===== src/rtl/unidade_controle.sv =====
// Multi-cycle control FSM for the 16-bit datapath: latches one instruction
// and sequences bus select, register/ALU latch enables and the immediate.
module unidade_controle #(
  parameter int LARGURA     = 16,
  parameter int LARGURA_IMM = 9
) (
  input  logic               clock,
  input  logic               reset,
  input  logic               run,
  input  logic [LARGURA-1:0] din,
  output logic               ocupado,
  output logic [3:0]         sel,
  output logic [LARGURA-1:0] imm,
  output logic [7:0]         r_in,
  output logic               a_in,
  output logic               g_in,
  output logic [1:0]         alu_op,
  output logic               done,
  output logic               erro,
  output logic [1:0]         estado
);

  // Handshake: run is sampled only while ocupado = 0 (IDLE); the edge that
  // sees run = 1 there captures din into IR. done pulses in the last step,
  // and run may be raised again in the very next (IDLE) cycle.

  typedef enum logic [1:0] {IDLE, T1, T2, T3} estado_t;

  localparam logic [3:0] OP_MV  = 4'b0000;
  localparam logic [3:0] OP_MVI = 4'b0001;
  localparam logic [3:0] OP_ADD = 4'b0010;
  localparam logic [3:0] OP_SUB = 4'b0011;
  localparam logic [3:0] OP_AND = 4'b0100;

  localparam logic [3:0] SEL_IMM  = 4'b1000;
  localparam logic [3:0] SEL_R    = 4'b1001;
  localparam logic [3:0] SEL_NADA = 4'b1111;

  estado_t            state, next_state;
  logic [LARGURA-1:0] ir;
  logic [3:0]         opcode;
  logic [2:0]         rx, ry;

  assign opcode = ir[LARGURA-1 -: 4];
  assign rx     = ir[LARGURA-5 -: 3];
  assign ry     = ir[LARGURA-8 -: 3];
  assign imm    = {{(LARGURA-LARGURA_IMM){ir[LARGURA_IMM-1]}}, ir[LARGURA_IMM-1:0]};
  assign estado = state;

  always_ff @(posedge clock) begin
    if (reset) begin
      state <= IDLE;
      ir    <= '0;
    end else begin
      state <= next_state;
      if (state == IDLE && run) ir <= din;
    end
  end

  always_comb begin
    next_state = state;
    ocupado    = 1'b1;
    sel        = SEL_NADA;
    r_in       = '0;
    a_in       = 1'b0;
    g_in       = 1'b0;
    alu_op     = 2'b00;
    done       = 1'b0;
    erro       = 1'b0;
    case (state)
      IDLE: begin
        ocupado = 1'b0;
        if (run) next_state = T1;
      end
      T1: begin
        case (opcode)
          OP_MV: begin
            sel        = {1'b0, ry};
            r_in       = 8'b1 << rx;
            done       = 1'b1;
            next_state = IDLE;
          end
          OP_MVI: begin
            sel        = SEL_IMM;
            r_in       = 8'b1 << rx;
            done       = 1'b1;
            next_state = IDLE;
          end
          OP_ADD, OP_SUB, OP_AND: begin
            sel        = {1'b0, rx};
            a_in       = 1'b1;
            next_state = T2;
          end
          default: begin
            done       = 1'b1;
            erro       = 1'b1;
            next_state = IDLE;
          end
        endcase
      end
      T2: begin
        sel  = {1'b0, ry};
        g_in = 1'b1;
        case (opcode)
          OP_SUB:  alu_op = 2'b01;
          OP_AND:  alu_op = 2'b10;
          default: alu_op = 2'b00;
        endcase
        next_state = T3;
      end
      T3: begin
        sel        = SEL_R;
        r_in       = 8'b1 << rx;
        done       = 1'b1;
        next_state = IDLE;
      end
      default: next_state = IDLE;
    endcase
  end

endmodule


===== config.mk =====
export PLATFORM = sky130hd
export DESIGN_NAME = unidade_controle
export DESIGN_NICKNAME = d
export VERILOG_FILES = /design/src/rtl/unidade_controle.sv
export SDC_FILE = /design/constraint.sdc
export NUM_CORES = 1
export LEC_CHECK = 0
export ABC_AREA = 1
export BUFFER_PORTS_ARGS = -buffer_cell sky130_fd_sc_hd__buf_4
export CAP_MARGIN = 20
export CORE_MARGIN = 5
export CORE_UTILIZATION = 44
export CTS_CLUSTER_DIAMETER = 50
export DETAILED_ROUTE_END_ITERATION = 8
export PLACE_DENSITY = 0.87
export SLEW_MARGIN = 20
export SYNTH_ARGS = -nofsm -noshare
export SYNTH_HDL_FRONTEND = slang
export SYNTH_SLANG_ARGS = --single-unit

===== constraint.sdc =====
create_clock -name clock -period 1.25 [get_ports clock]
set_input_delay 0.1875 -clock clock [delete_from_list [all_inputs] [get_ports clock]]
set_output_delay 0.1875 -clock clock [all_outputs]
set_load 0.1 [all_outputs]

==> run metrics, run 1 <==
Mapped Area 0.00104 mm²; GPL Wtd Cong ~0.86; Initial Utilization 0.464; Synth top area share 0.347; Syn Inst Count 148; Cell variety after synth 19; sequential fraction of the synthesis area 0.347; count of buffers from port buffering 55; synth top area cells dfxtp_1 (35%), nand2_1 (13%), buf_4 (12%); total I/O pin count 56; post-synth top area cell dfxtp_1; syn_area_per_cell 7.01 µm²; First Err [ERROR DPL-0033] detailed placement checks failed during check placement.; syn nets 167; most common cell in the netlist nand2_1; yosys synthesis warning count 0; Primary FF master, synth dfxtp_1; status stopped before the end; Clock Sinks 18; async set or reset register ratio after synthesis 0; placed inst area 0.00163 mm²; Stop stage clock tree synthesis; Post-Place Setup Slack -0.223 ns; FP Rows 17; DP HPWL 2390 µm; H-tree depth 1; #FFs+latches synth 18; Post-synth EDFFs 0; # resized after CTS 114; die width 58.6 µm; die height 58.6 µm; CTS Buffer Depth 2; postcts setup bufs 7; CTS Root Cell clkbuf_4; total CTS buffers 3; Post-CTS Hold Buffers 0; Post-synth top cells nand2_1 (35), nor2_1 (25), dfxtp_1 (18)
kinds of logic after synthesis:
kind of cell	share of synthesized area
flip-flops	0.347
AND/OR/NAND/NOR	0.300
AO/OA/AOI/OAI	0.156
buffers and inverters	0.197
per-stage QoR:
stage	cells	TNS, ns
3_5_place_dp	232	-2.93
3_3_place_gp	232	-2.43
2_1_floorplan	148	-9.98
==> run 2: changes to the inputs <==
--- a/config.mk
+++ b/config.mk
@@ -8,11 +8,10 @@
 export ABC_AREA = 1
 export BUFFER_PORTS_ARGS = -buffer_cell sky130_fd_sc_hd__buf_4
 export CAP_MARGIN = 20
-export CORE_MARGIN = 5
-export CORE_UTILIZATION = 44
-export CTS_CLUSTER_DIAMETER = 50
+export CORE_AREA = 5 5 66 68
 export DETAILED_ROUTE_END_ITERATION = 8
-export PLACE_DENSITY = 0.87
+export DIE_AREA = 0 0 71 73
+export PLACE_DENSITY_LB_ADDON = 0.15
 export SLEW_MARGIN = 20
 export SYNTH_ARGS = -nofsm -noshare
 export SYNTH_HDL_FRONTEND = slang
==> run metrics, run 2 <==
syn nets 167 (unchanged); WP data required 1.06 ns; Routed WL per cell 13.3 µm; NetSw 1.07 mW; post-route cell area 0.00234 mm²; CP cell instances nor2_2 > buf_4 > nand3_1 > nand3_1 > nor2_2 > nor2_4 > buf_12; Global Route Usage Sum 0.134; yosys synthesis warning count 0 (unchanged); Worst Hold End ir[4]$_SDFFE_PP0P_; final hold violation count 0; post-route setup slack -0.360 ns; hold_sp din[4]; met1 wire length 1420 µm; clock skew 0.00376 ns; Mapped Area 0.00104 mm² (unchanged); CP Launch Type register; Pwr Density 1020 mW/mm²; Fmax a little over 0.6 GHz; vias 1181; Routed met3 length 196 µm; n_diodes 0; Crit-path slowest cell dfxtp_2; Slew @ Worst Pin 0.281 ns; wirelength, routed 3570 µm; Setup Crit Path Kind register to output pin; # setup viols final 29; Post-CTS Hold Buffers 0 (unchanged); final worst-path cycle share 1.29; commonest non-fill, non-tap cell in the layout buf_4; worst reg2reg endpoint ir[12]$_SDFFE_PP0P_; CTS Buffer Depth 2 (unchanged); vias in the first global route roughly 1200; hold crit path type primary input to register; die area 0.00518 mm²; Post-synth EDFFs 0 (unchanged); CP Max Fanout 3; initial antenna violation count 0; synth-to-layout area growth 125%; DR iter-0 viols 29; clock share of power 0.174; Post-synth top cells nand2_1 (35), nor2_1 (25), dfxtp_1 (18); Syn Inst Count 148 (unchanged); die height 73 µm (+25%); R2R depth 7; CTS tree yes; number of max-slew violations in the final report 0; syn_area_per_cell 7.01 µm² (unchanged); Crit path largest cell delay 0.34 ns; largest net degree at the start of global routing 19; count of buffers from port buffering 55 (unchanged); met2 WL 1940 µm; global-route wire length before repair approximately 5600 µm; Largest delay share family, worst path simple AND/OR/NAND/NOR gates; most common cell in the netlist nand2_1; status finished with violations; Comb power frac 0.550; total core area 0.00380 mm²; GPL Wtd Cong 0.838 (-2.8%); Clock Sinks 18 (unchanged); Initial Utilization 0.273 (-0.191); max reg flops 16; antenna viol nets, final 0; sequential fraction of the synthesis area 0.347 (unchanged); crit end category output pin; CP arrival 1.42 ns; Final #Nets 239; #FFs+latches synth 18 (unchanged); post-route minimum period 1.61 ns; placed inst area 0.00169 mm² (+3.4%); Synth top area share 0.347 (unchanged); failing checks setup timing; MaxCap Viol Count 0; vias per cell 4.39; Critical Path Stages 7; Most flops, register ir; total CTS buffers 3 (unchanged); total I/O pin count 56 (unchanged); leak pwr roughly 0.96 nW; DP HPWL 2410 µm (+0.55%); Skew-Pair Late Insertion Delay approximately 0.25 ns; internal power 1.31 mW; peak supply drop 0.000516 V; sequential power share 0.276; post-synth top area cell dfxtp_1; RSZ-0062 raised after global routing yes; Slew headroom 0.814; Switching Share 0.450; synth top area cells dfxtp_1 (35%), nand2_1 (13%), buf_4 (12%); Remaining Overflow, GRT 0; critical path buffer and inverter count 2; Primary FF master, synth dfxtp_1; FP Rows 23 (+6); hold slack 0.186 ns; DR top layer met4; fraction of layout cells with a size suffix above 1 0.740; die width 71 µm (+21%); Residual DRC 0; most frequent cells in the layout buf_4 (48), buf_12 (24), nand2_1 (21); Hold Path Stages 3; CTS Root Cell clkbuf_8; async set or reset register ratio after synthesis 0 (unchanged); H-tree depth 1 (unchanged); Clk pin slew, worst setup/hold paths 0.07 ns; Reg2Reg Setup Slack -0.04 ns; Cell variety after synth 19 (unchanged); drt pass-1 iters 4
run 2: cell counts after synthesis:
No cell type changed its count.
run 2: power by group through the flow:
stage	Clock [mW]	Sequential, mW	Combinational, mW
floorplan	0	0.685	0.752
global placement	0	0.657	1.01
detailed placement	0	0.658	1.02
CTS	0.441	0.653	1.19
global route	0.462	0.663	1.37
finish	0.415	0.658	1.31
run 2: worst min-delay path, stage by stage:
cell and delay, ns:
buf_4 0.10, nand2_1 0.05, a21oi_1 0.05
run 2: per-layer routing:
layer | up-vias | GRT usage
met3 | 2 | 0.0289
met4 | 0 | 0.0438
met1 | 538 | 0.157
li1 | 605 | -
met2 | 36 | 0.244
met5 | - | 0
run 2: per-stage QoR:
| step | util | cells | setup WS (ns) | setup TNS [ns] | total power, mW |
|---|---|---|---|---|---|
| floorplan | - | 148 | -1.06 | -9.98 | 1.44 |
| global placement | 0.445 | 256 | -0.206 | -2.76 | 1.67 |
| detailed placement | 0.445 | 256 | -0.227 | -3.00 | 1.68 |
| CTS | 0.561 | 264 | -0.355 | -5.68 | 2.29 |
| global route | 0.616 | 269 | -0.427 | -7.75 | 2.49 |
| finish | 0.616 | 269 | -0.360 | -5.84 | 2.39 |
run 2: logic make-up after synthesis:
| family | share of synthesized area |
|---|---|
| AOI/OAI and AO/OA | 0.156 |
| buffers and inverters | 0.197 |
| and+or+nand+nor | 0.300 |
| DFF | 0.347 |
run 2: layout make-up:
| class | count | area (µm²) |
|---|---|---|
| inverter | 13 | 78.8 |
| sequential | 18 | 375 |
| multi-input combinational | 97 | 753 |
| fill | 320 | 1460 |
| clock buffer | 4 | 45.0 |
| tap | 50 | 62.6 |
| timing repair buffer | 87 | 1020 |
run 2: worst max path at each step:
stage	startpoint	slack, ns	end
after global placement	ir[15]$_SDFFE_PP0P_	-0.21	a_in
after detailed placement	ir[15]$_SDFFE_PP0P_	-0.23	sel[2]
after CTS	ir[14]$_SDFFE_PP0P_	-0.35	sel[0]
final	ir[15]$_SDFFE_PP0P_	-0.36	sel[0]
after global routing	ir[15]$_SDFFE_PP0P_	-0.43	sel[0]
after floorplan	register	-1.06	alu_op[0]
run 2: timing repair:
item | in CTS | in global routing
setup buffers | 4 | 3
pin swaps | 10 | 14
endpoints found under the setup margin | 31 | 44
resized for setup | 98 | 43
cloned | 0 | 2
No activity file was read; power rests on OpenSTA's default activity.
